## src/rtl/textlcd_pkg.sv

```systemverilog
// textlcd_pkg: shared constants and FSM encoding for the character-LCD controller.
//   - HD44780 command bytes and the blank character code
//   - state_e: controller sequencing states
//   - ddram_cmd(): builds the "set DDRAM address" command for a row start
package textlcd_pkg;

  localparam logic [7:0] CMD_FUNC_SET = 8'h38;
  localparam logic [7:0] CMD_DISP_ON  = 8'h0C;
  localparam logic [7:0] CMD_ENTRY    = 8'h06;
  localparam logic [7:0] CMD_CLEAR    = 8'h01;
  localparam logic [7:0] CMD_DDRAM    = 8'h80;
  localparam logic [7:0] ROW2_OFS     = 8'h40;
  localparam logic [7:0] CHAR_SPACE   = 8'h20;

  // S_CLRWAIT holds the idle steps that follow the clear command.
  typedef enum logic [3:0] {
    S_POWERUP = 4'd0,
    S_FUNC    = 4'd1,
    S_DISP    = 4'd2,
    S_ENTRY   = 4'd3,
    S_CLEAR   = 4'd4,
    S_CLRWAIT = 4'd5,
    S_ADDR    = 4'd6,
    S_CHAR    = 4'd7,
    S_IDLE    = 4'd8
  } state_e;

  // DDRAM address command for the first column of a row (row 1 starts at 8'h40).
  function automatic logic [7:0] ddram_cmd(input logic row);
    return CMD_DDRAM | (row ? ROW2_OFS : 8'h00);
  endfunction

endpackage

```

## src/rtl/textlcd_if.sv

```systemverilog
// textlcd_if: host-side write port of the character-LCD controller.
//   wr_en/wr_addr/wr_data : single-cycle character write into the buffer
//   clear_req             : one-cycle request to blank buffer and panel
//   busy                  : controller is not idle
// AW carries one bit more than the buffer index needs so that out-of-range
// addresses can actually be presented and are visibly ignored.
interface textlcd_if #(
  parameter int AW = 4
) ();
  logic          wr_en;
  logic [AW-1:0] wr_addr;
  logic [7:0]    wr_data;
  logic          clear_req;
  logic          busy;

  modport master (output wr_en, output wr_addr, output wr_data, output clear_req, input busy);
  modport slave  (input wr_en, input wr_addr, input wr_data, input clear_req, output busy);
endinterface

```

## src/rtl/textlcd_ctrl_timer.sv

```systemverilog
// lcd_step_timer: divides clk into LCD bus steps of TICK_DIV cycles.
//   clk, resetn : clock, async active-low reset
//   pulse_en    : current step carries a bus transaction (valid from count 0)
//   step_end    : last cycle of the step (count TICK_DIV-1)
//   lcd_e       : registered E strobe, high for counts 1..TICK_DIV/2 of enabled steps
module lcd_step_timer #(
  parameter int TICK_DIV = 50
) (
  input  logic clk,
  input  logic resetn,
  input  logic pulse_en,
  output logic step_end,
  output logic lcd_e
);

  localparam int CNTW = $clog2(TICK_DIV);
  localparam int HALF = TICK_DIV / 2;

  logic [CNTW-1:0] cnt_r;
  logic            step_start_s;
  logic            e_r;

  assign step_start_s = (cnt_r == '0);
  assign step_end     = (cnt_r == CNTW'(TICK_DIV - 1));
  assign lcd_e        = e_r;

  // Step counter, wraps at the terminal count.
  always_ff @(posedge clk or negedge resetn) begin
    if (!resetn) begin
      cnt_r <= '0;
    end else if (step_end) begin
      cnt_r <= '0;
    end else begin
      cnt_r <= cnt_r + CNTW'(1);
    end
  end

  // E rises entering count 1 and falls entering count HALF+1.
  always_ff @(posedge clk or negedge resetn) begin
    if (!resetn) begin
      e_r <= 1'b0;
    end else if (step_start_s && pulse_en) begin
      e_r <= 1'b1;
    end else if (cnt_r == CNTW'(HALF)) begin
      e_r <= 1'b0;
    end else begin
      e_r <= e_r;
    end
  end

endmodule

```

## src/rtl/textlcd_ctrl.sv

```systemverilog
// textlcd_ctrl: HD44780-style character-LCD controller.
//   clk, resetn       : system clock, async active-low reset
//   host (slave)      : character writes, clear request, busy
//   LCD_E/RS/RW/DATA  : panel bus; RW is tied low (write-only)
// Runs the power-up init sequence, then refreshes ROWS x COLS characters from
// an internal buffer, re-running a pass early when the buffer was written.
module textlcd_ctrl
  import textlcd_pkg::*;
#(
  parameter int COLS          = 16,
  parameter int ROWS          = 2,
  parameter int TICK_DIV      = 50,
  parameter int INIT_STEPS    = 70,
  parameter int CLEAR_STEPS   = 200,
  parameter int REFRESH_STEPS = 400
) (
  input  logic       clk,
  input  logic       resetn,
  textlcd_if.slave   host,
  output logic       LCD_E,
  output logic       LCD_RS,
  output logic       LCD_RW,
  output logic [7:0] LCD_DATA
);

  localparam int NCHR = ROWS * COLS;
  localparam int CW   = (COLS > 1) ? $clog2(COLS) : 1;

  logic [7:0]    buf_r [NCHR];
  state_e        state_r, state_n_s;
  logic          row_r, row_n_s;
  logic [CW-1:0] col_r, col_n_s;
  logic [15:0]   wait_r, wait_n_s;
  logic          dirty_r, pend_r;
  logic          pass_start_s, clr_start_s;
  logic          active_r, active_n_s;
  logic          rs_r, rs_n_s;
  logic [7:0]    data_r, data_n_s, rd_data_s;
  logic          busy_r;
  logic          step_end_s;
  logic          wr_hit_s;

  assign wr_hit_s  = host.wr_en && (32'(host.wr_addr) < 32'(NCHR));
  assign host.busy = busy_r;
  assign LCD_RS    = rs_r;
  assign LCD_DATA  = data_r;
  assign LCD_RW    = 1'b0;

  lcd_step_timer #(.TICK_DIV(TICK_DIV)) u_timer (
    .clk      (clk),
    .resetn   (resetn),
    .pulse_en (active_r),
    .step_end (step_end_s),
    .lcd_e    (LCD_E)
  );

  // Character buffer: clear blanks everything, a same-cycle write then overrides its byte.
  always_ff @(posedge clk or negedge resetn) begin
    if (!resetn) begin
      for (int i = 0; i < NCHR; i++) buf_r[i] <= CHAR_SPACE;
    end else begin
      for (int i = 0; i < NCHR; i++) begin
        if (wr_hit_s && (32'(host.wr_addr) == 32'(i))) begin
          buf_r[i] <= host.wr_data;
        end else if (host.clear_req) begin
          buf_r[i] <= CHAR_SPACE;
        end else begin
          buf_r[i] <= buf_r[i];
        end
      end
    end
  end

  // Dirty and clear-pending flags; a new request wins over the clear at service time.
  always_ff @(posedge clk or negedge resetn) begin
    if (!resetn) begin
      dirty_r <= 1'b0;
      pend_r  <= 1'b0;
    end else begin
      if (wr_hit_s) dirty_r <= 1'b1;
      else if (step_end_s && pass_start_s) dirty_r <= 1'b0;
      else dirty_r <= dirty_r;
      if (host.clear_req) pend_r <= 1'b1;
      else if (step_end_s && clr_start_s) pend_r <= 1'b0;
      else pend_r <= pend_r;
    end
  end

  // Buffer byte for the next step's row/column.
  always_comb begin
    rd_data_s = CHAR_SPACE;
    for (int i = 0; i < NCHR; i++) begin
      rd_data_s = ((int'(row_n_s) * COLS + int'(col_n_s)) == i) ? buf_r[i] : rd_data_s;
    end
  end

  // Next state and counters, applied at step end.
  always_comb begin
    state_n_s    = state_r;
    row_n_s      = row_r;
    col_n_s      = col_r;
    wait_n_s     = wait_r;
    pass_start_s = 1'b0;
    clr_start_s  = 1'b0;
    case (state_r)
      S_POWERUP: begin
        if (wait_r == 16'(INIT_STEPS - 1)) begin
          state_n_s = S_FUNC;
          wait_n_s  = 16'd0;
        end else begin
          wait_n_s = wait_r + 16'd1;
        end
      end
      S_FUNC:  state_n_s = S_DISP;
      S_DISP:  state_n_s = S_ENTRY;
      S_ENTRY: begin
        state_n_s   = S_CLEAR;
        clr_start_s = 1'b1;
      end
      S_CLEAR: begin
        state_n_s = S_CLRWAIT;
        wait_n_s  = 16'd0;
      end
      S_CLRWAIT: begin
        if (wait_r == 16'(CLEAR_STEPS - 1)) begin
          state_n_s    = S_ADDR;
          row_n_s      = 1'b0;
          col_n_s      = '0;
          wait_n_s     = 16'd0;
          pass_start_s = 1'b1;
        end else begin
          wait_n_s = wait_r + 16'd1;
        end
      end
      S_ADDR: begin
        state_n_s = S_CHAR;
        col_n_s   = '0;
      end
      S_CHAR: begin
        if (col_r == CW'(COLS - 1)) begin
          col_n_s = '0;
          if (row_r == 1'(ROWS - 1)) begin
            state_n_s = S_IDLE;
            row_n_s   = 1'b0;
            wait_n_s  = 16'd0;
          end else begin
            state_n_s = S_ADDR;
            row_n_s   = row_r + 1'b1;
          end
        end else begin
          col_n_s = col_r + CW'(1);
        end
      end
      S_IDLE: begin
        if (pend_r) begin
          state_n_s   = S_CLEAR;
          clr_start_s = 1'b1;
        end else if (dirty_r || (wait_r == 16'(REFRESH_STEPS - 1))) begin
          state_n_s    = S_ADDR;
          row_n_s      = 1'b0;
          col_n_s      = '0;
          wait_n_s     = 16'd0;
          pass_start_s = 1'b1;
        end else begin
          wait_n_s = wait_r + 16'd1;
        end
      end
      default: begin
        state_n_s = S_POWERUP;
        wait_n_s  = 16'd0;
      end
    endcase
  end

  // Bus contents for the next step; idle steps keep the previous RS/DATA.
  always_comb begin
    active_n_s = 1'b0;
    rs_n_s     = rs_r;
    data_n_s   = data_r;
    case (state_n_s)
      S_FUNC:  begin active_n_s = 1'b1; rs_n_s = 1'b0; data_n_s = CMD_FUNC_SET; end
      S_DISP:  begin active_n_s = 1'b1; rs_n_s = 1'b0; data_n_s = CMD_DISP_ON;  end
      S_ENTRY: begin active_n_s = 1'b1; rs_n_s = 1'b0; data_n_s = CMD_ENTRY;    end
      S_CLEAR: begin active_n_s = 1'b1; rs_n_s = 1'b0; data_n_s = CMD_CLEAR;    end
      S_ADDR:  begin active_n_s = 1'b1; rs_n_s = 1'b0; data_n_s = ddram_cmd(row_n_s); end
      S_CHAR:  begin active_n_s = 1'b1; rs_n_s = 1'b1; data_n_s = rd_data_s;    end
      default: begin active_n_s = 1'b0; rs_n_s = rs_r; data_n_s = data_r;      end
    endcase
  end

  // State, counters and registered bus outputs, all updated at step end.
  always_ff @(posedge clk or negedge resetn) begin
    if (!resetn) begin
      state_r  <= S_POWERUP;
      row_r    <= 1'b0;
      col_r    <= '0;
      wait_r   <= 16'd0;
      active_r <= 1'b0;
      rs_r     <= 1'b0;
      data_r   <= 8'h00;
      busy_r   <= 1'b1;
    end else if (step_end_s) begin
      state_r  <= state_n_s;
      row_r    <= row_n_s;
      col_r    <= col_n_s;
      wait_r   <= wait_n_s;
      active_r <= active_n_s;
      rs_r     <= rs_n_s;
      data_r   <= data_n_s;
      busy_r   <= (state_n_s != S_IDLE);
    end else begin
      state_r  <= state_r;
      row_r    <= row_r;
      col_r    <= col_r;
      wait_r   <= wait_r;
      active_r <= active_r;
      rs_r     <= rs_r;
      data_r   <= data_r;
      busy_r   <= busy_r;
    end
  end

endmodule

```

## src/flat_wrapper.sv

```systemverilog
// flat-port wrapper written by rule: the top's interface ports become plain ports
module textlcd_ctrl_flat import textlcd_pkg::*;
#(
  parameter int COLS          = 16,
  parameter int ROWS          = 2,
  parameter int TICK_DIV      = 50,
  parameter int INIT_STEPS    = 70,
  parameter int CLEAR_STEPS   = 200,
  parameter int REFRESH_STEPS = 400
)
  (clk, resetn, LCD_E, LCD_RS, LCD_RW, LCD_DATA, host_wr_en, host_wr_addr, host_wr_data, host_clear_req, host_busy);
  textlcd_if #(.AW(4)) host_i ();
  input  logic clk;
  input  logic resetn;
  output logic LCD_E;
  output logic LCD_RS;
  output logic LCD_RW;
  output logic [7:0] LCD_DATA;
  input wire logic [$bits(host_i.wr_en)-1:0] host_wr_en;
  input wire logic [$bits(host_i.wr_addr)-1:0] host_wr_addr;
  input wire logic [$bits(host_i.wr_data)-1:0] host_wr_data;
  input wire logic [$bits(host_i.clear_req)-1:0] host_clear_req;
  output wire logic [$bits(host_i.busy)-1:0] host_busy;
  assign host_i.wr_en = host_wr_en;
  assign host_i.wr_addr = host_wr_addr;
  assign host_i.wr_data = host_wr_data;
  assign host_i.clear_req = host_clear_req;
  assign host_busy = host_i.busy;
  textlcd_ctrl #(.COLS(COLS), .ROWS(ROWS), .TICK_DIV(TICK_DIV), .INIT_STEPS(INIT_STEPS), .CLEAR_STEPS(CLEAR_STEPS), .REFRESH_STEPS(REFRESH_STEPS)) u_core (.clk(clk), .resetn(resetn), .host(host_i), .LCD_E(LCD_E), .LCD_RS(LCD_RS), .LCD_RW(LCD_RW), .LCD_DATA(LCD_DATA));
endmodule
```

## config.mk

```make
export PLATFORM = sky130hd
export DESIGN_NAME = textlcd_ctrl_flat
export DESIGN_NICKNAME = d
export VERILOG_FILES = /design/src/rtl/textlcd_pkg.sv /design/src/rtl/textlcd_if.sv /design/src/rtl/textlcd_ctrl_timer.sv /design/src/rtl/textlcd_ctrl.sv /design/src/flat_wrapper.sv
export SDC_FILE = /design/constraint.sdc
export NUM_CORES = 1
export LEC_CHECK = 0
export CORE_MARGIN = 2
export CORE_UTILIZATION = 65
export CTS_CLUSTER_DIAMETER = 30
export CTS_CLUSTER_SIZE = 16
export DETAILED_ROUTE_END_ITERATION = 7
export PLACE_DENSITY = 0.9
export SYNTH_ARGS = -nofsm -noshare
export SYNTH_HDL_FRONTEND = slang
export SYNTH_HIERARCHICAL = 1
export SYNTH_SLANG_ARGS = --single-unit
export TNS_END_PERCENT = 20
```

## constraint.sdc

```tcl
create_clock -name clk -period 4.85 [get_ports clk]
set_input_delay 0.485 -clock clk [delete_from_list [all_inputs] [get_ports clk]]
set_output_delay 0.485 -clock clk [all_outputs]
set_load 0.01 [all_outputs]
```

==> impl_metrics.sql, run 1 <==
INSERT INTO impl_metrics (metric_group, metric, value, unit) VALUES
('synthesis', 'ys_seq_elements', '173', ''),
('global_routing', 'first_global_vias', '8055', ''),
('placement', 'cell_area_after_placement', '0.00985', 'mm²'),
('synthesis', 'post_synth_main_area_contributors', 'dfrtp_1 (41%), nand2_1 (8.7%), o21ai_0 (6.7%)', ''),
('critical_path', 'reg2reg_setup_slack', '0.82', 'ns'),
('floorplanning', 'dieWidth', '125', 'µm'),
('critical_path', 'critical_path_peak_fanout', '17', ''),
('detailed_routing', 'detailroute.via_count', '8807', ''),
('finish', 'multi_input_comb_area', '0.00484', 'mm²'),
('clocking', 'largest_buffer_count_on_any_clock_path', '2', ''),
('placement', 'place.detailed.hpwl', '18.5', 'mm'),
('critical_path', 'timing.critical_path.required', '5.15', 'ns'),
('clocking', 'root_buffer', 'clkbuf_16', ''),
('status', 'violated_checks', 'design-rule violations', ''),
('detailed_routing', 'drt-total-wl', '27.4', 'mm'),
('detailed_routing', 'antenna_left', '0', ''),
('global_routing', 'grt_pass1_wl', '43.5', 'mm'),
('placement', 'buffer_ports.inserted', '26', ''),
('clocking', 'cts.repair_timing.setup_buffer_count', '0', ''),
('finish', 'stdcell_count', '1304', ''),
('critical_path', 'setup.worst_path.class', 'flop to flop', ''),
('clocking', 'worst_setup_hold_path_clk_slew', '0.07', 'ns'),
('clocking', 'clock_latency', '0.44', 'ns'),
('placement', 'place_inst', '1272', ''),
('status', 'outcome', 'finished, violations left', ''),
('synthesis', 'syn_area_per_cell', '8.49', 'µm²'),
('detailed_routing', 'drt-wirelength-per-cell', '21.0', 'µm'),
('clocking', 'cts_h_tree_lvls', '4', ''),
('pwr', 'ir_drop', '0.332', 'mV'),
('synthesis', 'proportion_of_netlist_area_held_by_the_largest_area_contributor', '0.407', ''),
('synthesis', 'yosysSeqAreaShare', '0.454', ''),
('sta', 'unrepaired_setup_endpoints_after_global_routing', 'false', ''),
('pwr', 'cellLeakagePower', '4.44', 'nW'),
('clocking', 'tritoncts_clock_tree', 'yes', ''),
('global_routing', 'grt.overflow.total', '0', ''),
('finish', 'postLayoutCellArea', '0.0104', 'mm²'),
('floorplanning', 'initial_core_util', '0.662', ''),
('synthesis', 'synth_top_cell_by_area', 'dfrtp_1', ''),
('synthesis', 'yosys_warnings', '6', ''),
('sta', 'final.period_utilization', '0.830', ''),
('sta', 'final-hold-violation-count', '0', ''),
('floorplanning', 'die_h', '125', 'µm'),
('critical_path', 'cp-start-kind', 'flop', ''),
('clocking', 'cts_buffers', '17', ''),
('worst_hold_path', 'hold_class', 'input pin to asynchronous set/reset pin', ''),
('detailed_routing', 'remaining_drc_errors', '5', ''),
('sta', 'worst_pin_slew', '1.25', 'ns'),
('finish', 'share_of_final_layout_standard_cells_stronger_than_drive_strength_1', '0.0786', ''),
('floorplanning', 'top_level_ports', '28', ''),
('global_routing', 'antenna_found_initial', '0', ''),
('sta', 'final_skew', '0.00821', 'ns'),
('finish', 'final_common_cell', 'nand2_1', ''),
('clocking', 'cts_hold_buf', '0', ''),
('detailed_routing', 'drt_first_pass_iters', '8', ''),
('critical_path', 'critPathCapture', 'u_core/LCD_DATA[0]', ''),
('finish', 'num-nets-final', '1129', ''),
('placement', 'place_congestion', '1.01', ''),
('sta', 'setup_tns', '0', 'ns'),
('global_routing', 'grt_max_degree', '106', ''),
('synthesis', 'synthesis.nets', '1152', ''),
('synthesis', 'synth-async-reset-ratio', '1.00', ''),
('critical_path', 'worst_r2r_endpoint', 'u_core/LCD_DATA[0]', ''),
('floorplanning', 'rows', '44', ''),
('sta', 'maxSlewViolCount', '0', ''),
('critical_path', 'worstPathArrival', '4.33', 'ns'),
('floorplanning', 'fp.coreArea', '0.0145', 'mm²'),
('sta', 'slew_headroom', '0.163', ''),
('finish', 'num_antenna_cells', '0', ''),
('finish', 'most-common-layout-cells', 'nand2_1 (223), dfrtp_1 (156), o21ai_0 (129), nand2b_1 (90), nor2_1 (65)', ''),
('synthesis', 'ys.flop_type', 'dfrtp_1', ''),
('critical_path', 'ff2ff_path_depth', '10', '');
state kept, by name, summed over array words and instances (netlist names), 4 cells and up:
name                  cells
u_core/wait_r            16
u_core/state_r            4
u_core/u_timer/cnt_r      6
u_core/col_r              4
u_core/buf_r            128
u_core/LCD_DATA           8
stage by stage:
stage | hold WS, ns | setup WS, ns
global placement | 0.456 | 1.15
finish | 0.165 | 0.824
CTS | 0.208 | 1.03
detailed placement | 0.466 | 1.08
floorplan | 0.189 | 1.85
global route | 0.246 | 0.680
kinds of logic (layout without fill, tap and decap cells):
logic type	Yosys count	after routing	synth area share
and+or+nand+nor	558	558	0.297
AOI/OAI and AO/OA	271	271	0.178
DFF	173	173	0.454
buffers and inverters	100	90	0.0420
muxes	11	11	0.0121
xor gates and xnor gates	10	10	0.00913
adders and majority gates	6	6	0.00783
other	1	1	0.000391
Yosys cell counts (3+ instances only):
cell type and number:
a21o_1 6, a21oi_1 30, a221o_1 3, a221oi_1 5
a22oi_1 6, a31o_2 4, a31oi_1 9, a32oi_1 7
and2_1 4, and3_1 16, and4_1 5, buf_1 9
buf_2 12, clkbuf_1 58, dfrtp_1 156, dfstp_2 17
ha_1 6, inv_1 18, mux2_2 5, mux2i_1 6
nand2_1 223, nand2b_1 90, nand3_1 40, nand3b_1 27
nand4_1 14, nand4b_1 3, nor2_1 65, nor2b_1 9
nor3_1 22, nor4_1 4, nor4b_1 3, o211a_1 4
o211ai_1 5, o21ai_0 129, o21ai_1 4, o221ai_1 3
o22ai_1 8, o31a_1 3, o31ai_1 13, or3_1 11
or4_1 3, xnor2_1 4, xor2_1 6
power by group:
part	switching [mW]	internal (mW)	leakage, nW
clock	0.588	0.756	0.279
combinational	0.0993	0.0428	1.84
sequential	0.0200	1.47	2.32
layer usage:
metal,track usage,wire [µm]
met1,0.484,10800
met2,0.537,12500
met3,0.101,3020
met4,0.145,1080
met5,0,0
how the worst min path moves through the flow:
stage | depth (start not counted) | to | slack [ns] | from
6_report | 1 | u_core/wait_r[10] | 0.16 | resetn
5_1_grt | 1 | u_core/wait_r[10] | 0.25 | resetn
4_1_cts | 1 | u_core/wait_r[7] | 0.21 | resetn
3_5_place_dp | 2 | u_core/LCD_RS | 0.47 | u_core/LCD_RS
3_3_place_gp | 2 | u_core/LCD_RS | 0.46 | u_core/LCD_RS
2_1_floorplan | 0 | u_core/LCD_DATA[0] | 0.19 | resetn
layout make-up:
type	instances	share of cell area
clock buffers	22	0.0455
multi-input cells	857	0.464
flip-flops and latches	173	0.417
repair buffers	40	0.0347
inverters	18	0.00648
clock inverters	10	0.0101
well taps	184	0.0221
worst max-delay path, stage by stage, from the launching register on:
cell       delay [ns]
dfrtp_1          0.45
ha_1             0.25
nor4bb_1         0.36
and4_1           0.29
a2bb2oi_1        0.25
and3_1           0.77
nor2_1           0.41
and2_1           0.29
a22o_1           0.23
a2111oi_0        0.44
a21oi_1          0.14
No activity file was read; power rests on OpenSTA's default activity.
==> run 2: changes to the inputs <==
--- a/config.mk
+++ b/config.mk
@@ -6,11 +6,11 @@
 export NUM_CORES = 1
 export LEC_CHECK = 0
 export CORE_MARGIN = 2
-export CORE_UTILIZATION = 65
+export CORE_UTILIZATION = 56
 export CTS_CLUSTER_DIAMETER = 30
 export CTS_CLUSTER_SIZE = 16
 export DETAILED_ROUTE_END_ITERATION = 7
-export PLACE_DENSITY = 0.9
+export PLACE_DENSITY = 0.83
 export SYNTH_ARGS = -nofsm -noshare
 export SYNTH_HDL_FRONTEND = slang
 export SYNTH_HIERARCHICAL = 1
==> constraint.sdc (replaced) <==
create_clock -name clk -period 3.61 [get_ports clk]
set_input_delay 0.361 -clock clk [delete_from_list [all_inputs] [get_ports clk]]
set_output_delay 0.361 -clock clk [all_outputs]
set_load 0.01 [all_outputs]
==> run 2 against run 1 <==
- the run now ends clean
- combinational power increased by 39%
- sequential power is 34% higher
- via count hardly changed
- worst hold slack improved by 0.34 ns
- clock skew increased by 0.00084 ns
- sequential share of layout area fell by 1.3 points
- global-route usage is 2.8 points lower
- critical endpoint is now u_core/LCD_DATA[2]
- largest cell class unchanged
==> impl_metrics.sql, run 2 (synthesis gave the netlist of run 1 again) <==
INSERT INTO impl_metrics (metric_group, metric, value, unit) VALUES
('clocking', 'cts_num_sinks', '173', ''),
('sta', 'maxSlewViolCount', '0', ''),
('floorplanning', 'dieWidth', '135', 'µm'),
('pwr', 'p_int', '3.12', 'mW'),
('global_routing', 'grt_max_degree', '80', ''),
('status', 'outcome', 'finished, final reports clean', ''),
('global_routing', 'first_global_vias', '8152', ''),
('placement', 'buffer_ports.inserted', '26', ''),
('clocking', 'clock_latency', '0.44', 'ns'),
('detailed_routing', 'avgViaCountPerCell', '6.43', ''),
('pwr', 'p_switching', '0.982', 'mW'),
('clocking', 'cts_h_tree_lvls', '4', ''),
('detailed_routing', 'detailroute.via_count', '8799', ''),
('critical_path', 'timing.critical_path.required', '3.94', 'ns'),
('placement', 'place_inst', '1336', ''),
('finish', 'share_of_final_layout_standard_cells_stronger_than_drive_strength_1', '0.104', ''),
('pwr', 'share_seq_of_total_power', '0.489', ''),
('sta', 'final.period_utilization', '0.957', ''),
('global_routing', 'track_usage', '0.327', ''),
('clocking', 'cts_buffers', '17', ''),
('critical_path', 'setup.worst_path.class', 'flop to flop', ''),
('finish', 'final.fill_count', '1370', ''),
('detailed_routing', 'drt-wirelength-per-cell', '21.2', 'µm'),
('finish', 'final_core_utilization', '0.646', ''),
('placement', 'place.detailed.hpwl', '19.9', 'mm'),
('pwr', 'power_per_cell_area', '381', 'mW/mm²'),
('clocking', 'cts.repair_timing.setup_buffer_count', '0', ''),
('finish', 'register_area', '0.00435', 'mm²'),
('pwr', 'ir_drop', '0.336', 'mV'),
('finish', 'most-common-layout-cells', 'nand2_1 (223), dfrtp_1 (156), o21ai_0 (128), nand2b_1 (90), nor2_1 (65)', ''),
('global_routing', 'antenna_found_initial', '0', ''),
('sta', 'unrepaired_setup_endpoints_after_global_routing', 'false', ''),
('finish', 'final_common_cell', 'nand2_1', ''),
('critical_path', 'critical_path_peak_fanout', '7', ''),
('run', 'maxCapViolCount', '0', ''),
('sta', 'final-hold-violation-count', '0', ''),
('floorplanning', 'die_h', '135', 'µm'),
('detailed_routing', 'antenna_left', '0', ''),
('sta', 'finalCriticalPeriod', '3.45', 'ns'),
('pwr', 'comb_power_share', '0.048', ''),
('floorplanning', 'die-area', '0.0182', 'mm²'),
('detailed_routing', 'drt_first_pass_iters', '7', ''),
('pwr', 'clock_power_share', '0.463', ''),
('critical_path', 'setup.worst_path.end_class', 'flop', ''),
('sta', 'max_clock_freq', '290', 'MHz'),
('finish', 'stdcell_count', '1369', ''),
('detailed_routing', 'remaining_drc_errors', '0', ''),
('finish', 'num_antenna_cells', '0', ''),
('floorplanning', 'initial_core_util', '0.576', ''),
('floorplanning', 'top_level_ports', '28', ''),
('sta', 'final_skew', '0.00905', 'ns'),
('finish', 'num-nets-final', '1158', ''),
('critical_path', 'worstPathArrival', '3.78', 'ns'),
('finish', 'most_flops_register', 'u_core/buf_r', ''),
('pwr', 'cellLeakagePower', '4.62', 'nW'),
('worst_hold_path', 'hold_class', 'flop to flop', ''),
('clocking', 'largest_buffer_count_on_any_clock_path', '2', ''),
('finish', 'syn_to_final_growth', '12.1', '%'),
('sta', 'setup-violations-final', '0', ''),
('floorplanning', 'rows', '47', ''),
('detailed_routing', 'drtIter0Drc', '1147', ''),
('placement', 'place_congestion', '1.03', ''),
('finish', 'multi_input_comb_area', '0.00485', 'mm²'),
('detailed_routing', 'drt-total-wl', '29.0', 'mm'),
('clocking', 'tritoncts_clock_tree', 'yes', ''),
('global_routing', 'grt_pass1_wl', '45.6', 'mm'),
('sta', 'setup_tns', '0', 'ns'),
('pwr', 'sw_frac_of_total', '0.239', ''),
('global_routing', 'grt.overflow.total', '0', ''),
('sta', 'worst_pin_slew', '1.08', 'ns'),
('clocking', 'root_buffer', 'clkbuf_16', ''),
('sta', 'slew_headroom', '0.275', ''),
('critical_path', 'cp-start-kind', 'flop', ''),
('floorplanning', 'fp.coreArea', '0.0166', 'mm²'),
('finish', 'largest_register_ffs', '128', ''),
('clocking', 'worst_setup_hold_path_clk_slew', '0.07', 'ns');
[run 2: through the flow]
step                hold WS, ns  setup WS (ns)  power [mW]  instance area [µm²]
finish                    0.507          0.157        4.10                10800
floorplan                0.0654          0.608        2.13                 9590
global placement          0.444          0.263        2.23                10100
global route              0.537         0.0418        4.22                10800
detailed placement        0.457          0.199        2.24                10100
CTS                       0.512         0.0859        4.11                10700
[run 2: worst paths after layout]
check / from / endpoint / slack, ns / depth (start not counted)
worst max-delay path: u_core/wait_r[0] / u_core/LCD_DATA[2] / 0.16 / 8
worst min-delay path: u_core/LCD_RS / u_core/LCD_RS / 0.51 / 2
worst max register to register: u_core/wait_r[0] / u_core/LCD_DATA[2] / 0.16 / 8
worst min register to register: u_core/LCD_RS / u_core/LCD_RS / 0.51 / 2
max in group asynchronous: resetn / u_core/buf_r[149] / 2.22 / 3
min in group asynchronous: resetn / u_core/wait_r[11] / 0.52 / 2
[run 2: critical path, cell delays in order, from the launching register on]
cell       delay, ns
dfrtp_1         0.43
ha_1            0.26
nor4bb_2        0.35
and4_1          0.29
a2bb2oi_1       0.24
nand3_1         0.41
or4_1           0.77
o211a_1         0.29
a221o_1         0.30
[run 2: what timing repair did]
action,in CTS,in global routing
resized for setup,0,5
endpoints found under the hold margin,21,0
endpoints found under the setup margin,0,2
hold buffers,1,0
[run 2: area by class of cell]
cell class | instances | area share
Inverter | 18 | 0.00628
Multi-Input combinational cell | 857 | 0.451
Clock inverter | 12 | 0.0127
Tap cell | 220 | 0.0256
Sequential cell | 173 | 0.404
Clock buffer | 20 | 0.0434
Timing Repair Buffer | 69 | 0.0564
[run 2: routing by layer]
layer | up-vias | part of all wire | track usage | wire length, µm
met1 | 4266 | 0.41 | 0.453 | 12000
met5 | - | 0 | 0 | 0
met3 | 91 | 0.090 | 0.0717 | 2610
li1 | 3957 | - | - | -
met4 | 0 | 0.036 | 0.127 | 1030
met2 | 485 | 0.46 | 0.504 | 13400
[run 2: power by group through the flow]
stage | clock (mW) | combinational (mW) | sequential [mW]
global route | 2.00 | 0.219 | 2.01
CTS | 1.91 | 0.199 | 2.00
floorplan | 0 | 0.101 | 2.03
detailed placement | 0 | 0.197 | 2.04
finish | 1.90 | 0.198 | 2.00
global placement | 0 | 0.193 | 2.04
==> run 3: changes to the inputs <==
--- a/config.mk
+++ b/config.mk
@@ -10,6 +10,7 @@
 export CTS_CLUSTER_DIAMETER = 30
 export CTS_CLUSTER_SIZE = 16
 export DETAILED_ROUTE_END_ITERATION = 7
+export MAX_ROUTING_LAYER = met4
 export PLACE_DENSITY = 0.83
 export SYNTH_ARGS = -nofsm -noshare
 export SYNTH_HDL_FRONTEND = slang
==> constraint.sdc (replaced) <==
create_clock -name clk -period 3 [get_ports clk]
set_input_delay 0.3 -clock clk [delete_from_list [all_inputs] [get_ports clk]]
set_output_delay 0.3 -clock clk [all_outputs]
set_load 0.01 [all_outputs]
==> run 3 against run 2 <==
- the run now ends with negative setup slack left
- critical path depth rose by 6
- clock skew rose by 0.00080 ns
- final cell count rose by 7.2%
- largest cell class unchanged
==> impl_metrics.sql, run 3 (synthesis gave the netlist of run 1 again) <==
INSERT INTO impl_metrics (metric_group, metric, value, unit) VALUES
('pwr', 'share_seq_of_total_power', '0.487', ''),
('sta', 'setup_tns', '-0.709', 'ns'),
('finish', 'num_antenna_cells', '0', ''),
('global_routing', 'grt_max_degree', '130', ''),
('critical_path', 'worstPathArrival', '3.46', 'ns'),
('detailed_routing', 'drtIter0Drc', '970', ''),
('sta', 'maxSlewViolCount', '0', ''),
('pwr', 'clock_power_share', '0.464', ''),
('clocking', 'root_buffer', 'clkbuf_16', ''),
('detailed_routing', 'remaining_drc_errors', '0', ''),
('clocking', 'cts_buffers', '17', ''),
('sta', 'max_clock_freq', '319', 'MHz'),
('finish', 'largest_register_ffs', '128', ''),
('pwr', 'sw_frac_of_total', '0.228', ''),
('finish', 'num-nets-final', '1256', ''),
('finish', 'syn_to_final_growth', '23.8', '%'),
('clocking', 'largest_buffer_count_on_any_clock_path', '2', ''),
('placement', 'place.detailed.hpwl', '20.3', 'mm'),
('critical_path', 'critPathCapture', 'u_core/LCD_DATA[3]', ''),
('floorplanning', 'initial_core_util', '0.576', ''),
('critical_path', 'setup.worst_path.end_class', 'flop', ''),
('critical_path', 'cp-start-kind', 'flop', ''),
('pwr', 'p_switching', '1.13', 'mW'),
('critical_path', 'worst_r2r_endpoint', 'u_core/LCD_DATA[3]', ''),
('clocking', 'cts_num_sinks', '173', ''),
('placement', 'cell_area_after_placement', '0.0108', 'mm²'),
('pwr', 'comb_power_share', '0.049', ''),
('clocking', 'cts_h_tree_lvls', '4', ''),
('critical_path', 'setup.worst_path.class', 'flop to flop', ''),
('finish', 'most-common-layout-cells', 'nand2_1 (222), dfrtp_1 (156), o21ai_0 (126), buf_4 (126), nand2b_1 (89)', ''),
('finish', 'most_flops_register', 'u_core/buf_r', ''),
('sta', 'final.period_utilization', '1.05', ''),
('detailed_routing', 'drt_first_pass_iters', '6', ''),
('pwr', 'power_per_cell_area', '417', 'mW/mm²'),
('floorplanning', 'dieWidth', '135', 'µm'),
('floorplanning', 'fp.coreArea', '0.0166', 'mm²'),
('global_routing', 'track_usage', '0.354', ''),
('floorplanning', 'rows', '47', ''),
('detailed_routing', 'avgViaCountPerCell', '6.31', ''),
('critical_path', 'timing.critical_path.required', '3.32', 'ns'),
('clocking', 'clock_latency', '0.44', 'ns'),
('clocking', 'tritoncts_clock_tree', 'yes', ''),
('critical_path', 'reg2reg_setup_slack', '-0.14', 'ns'),
('worst_hold_path', 'hold_class', 'input pin to asynchronous set/reset pin', ''),
('sta', 'finalCriticalPeriod', '3.14', 'ns'),
('pwr', 'p_int', '3.82', 'mW'),
('sta', 'worst_pin_slew', '1.00', 'ns'),
('sta', 'setup-violations-final', '8', ''),
('pwr', 'ir_drop', '0.415', 'mV'),
('status', 'outcome', 'finished, violations left', ''),
('sta', 'final_skew', '0.00985', 'ns'),
('detailed_routing', 'antenna_left', '0', ''),
('floorplanning', 'die_h', '135', 'µm'),
('sta', 'worst_slack', '-0.138', 'ns'),
('critical_path', 'r2r_start', 'u_core/state_r[1]', ''),
('critical_path', 'ff2ff_path_depth', '14', ''),
('sta', 'unrepaired_setup_endpoints_after_global_routing', 'true', ''),
('critical_path', 'cp-startpoint', 'u_core/state_r[1]', ''),
('finish', 'postLayoutCellArea', '0.0119', 'mm²'),
('critical_path', 'critical_path_peak_fanout', '13', ''),
('pwr', 'cellLeakagePower', '5.20', 'nW'),
('detailed_routing', 'drt-total-wl', '30.6', 'mm'),
('placement', 'buffer_ports.inserted', '26', ''),
('global_routing', 'first_global_vias', '8881', ''),
('run', 'maxCapViolCount', '0', ''),
('placement', 'place_congestion', '1.01', ''),
('finish', 'final_common_cell', 'nand2_1', ''),
('global_routing', 'antenna_found_initial', '0', ''),
('status', 'violated_checks', 'negative setup slack', ''),
('global_routing', 'grt_pass1_wl', '47.9', 'mm'),
('detailed_routing', 'detailroute.via_count', '9261', ''),
('floorplanning', 'top_level_ports', '28', ''),
('sta', 'slew_headroom', '0.329', ''),
('sta', 'final-hold-violation-count', '0', ''),
('detailed_routing', 'drt-wirelength-per-cell', '20.8', 'µm'),
('floorplanning', 'die-area', '0.0182', 'mm²'),
('global_routing', 'grt.overflow.total', '0', ''),
('finish', 'share_of_final_layout_standard_cells_stronger_than_drive_strength_1', '0.206', ''),
('clocking', 'worst_setup_hold_path_clk_slew', '0.07', 'ns'),
('pwr', 'total_power', '4.95', 'mW');
## run 3: cell count changes in the layout (fill, tap and decap cells not counted), sizes merged
| cell | delta |
|---|---|
| buf | +97 |
| clkinv | -4 |
| clkbuf | +3 |
| bufbuf | +1 |
| bufinv | +1 |
## run 3: through the flow
step / setup slack (ns) / hold slack, ns / util / std cells
floorplan: 0.00161 / 0.00441 / - / 1130
global placement: -0.225 / 0.233 / 0.650 / 1422
detailed placement: -0.258 / 0.237 / 0.650 / 1422
CTS: -0.00325 / 0.340 / 0.703 / 1462
global route: -0.202 / 0.371 / 0.713 / 1467
finish: -0.138 / 0.325 / 0.713 / 1467
## run 3: power groups by stage
stage,clock (mW),sequential [mW],combinational (mW)
final,2.29,2.41,0.243
after global routing,2.39,2.41,0.266
after global placement,0,2.45,0.233
after floorplan,0,2.44,0.122
after CTS,2.31,2.41,0.241
after detailed placement,0,2.45,0.238
## run 3: final cells by class
| cell class | instances | area (µm²) |
|---|---|---|
| Inverter | 18 | 67.6 |
| Timing Repair Buffer | 167 | 1460 |
| Fill cell | 1244 | 4770 |
| Clock inverter | 9 | 136 |
| Sequential cell | 173 | 4350 |
| Clock buffer | 23 | 468 |
| Multi-Input combinational cell | 857 | 5110 |
| Tap cell | 220 | 275 |
## run 3: worst min-delay path by stage
stage               slack, ns    from            endpoint
global placement         0.23  resetn   u_core/wait_r[13]
global route             0.37  resetn   u_core/wait_r[11]
CTS                      0.34  resetn   u_core/wait_r[12]
detailed placement       0.24  resetn   u_core/wait_r[12]
floorplan               0.004  resetn  u_core/LCD_DATA[0]
finish                   0.33  resetn   u_core/wait_r[13]
## run 3: timing repair
item / 4_1_cts / 5_1_grt
hold buffers: 1 / 0
setup endpoints to repair: 8 / 8
resized for setup: 37 / 26
pin swaps: 20 / 13
hold endpoints to repair: 36 / 0
buffers inserted: 5 / 5
gates cloned: 2 / 0
## run 3: worst max-delay path, stage by stage (launching register included)
cell and delay (ns):
dfrtp_1 0.41, buf_4 0.19, and4bb_2 0.35, nand2_1 0.12, o2bb2ai_4 0.21, nor3_4 0.07
buf_12 0.14, bufbuf_16 0.28, or4_4 0.56, buf_6 0.15, nor2_1 0.16, nor3_1 0.09
o22ai_2 0.10, buf_4 0.15, a21oi_1 0.04
## run 3: metal layers
layer  track usage  routed length [µm]  vias up
met1         0.447               12500     4505
met5             -                   0        -
met2         0.549               14200      486
met4         0.163                1320        0
met3        0.0755                2530       95
li1              -                   -     4175
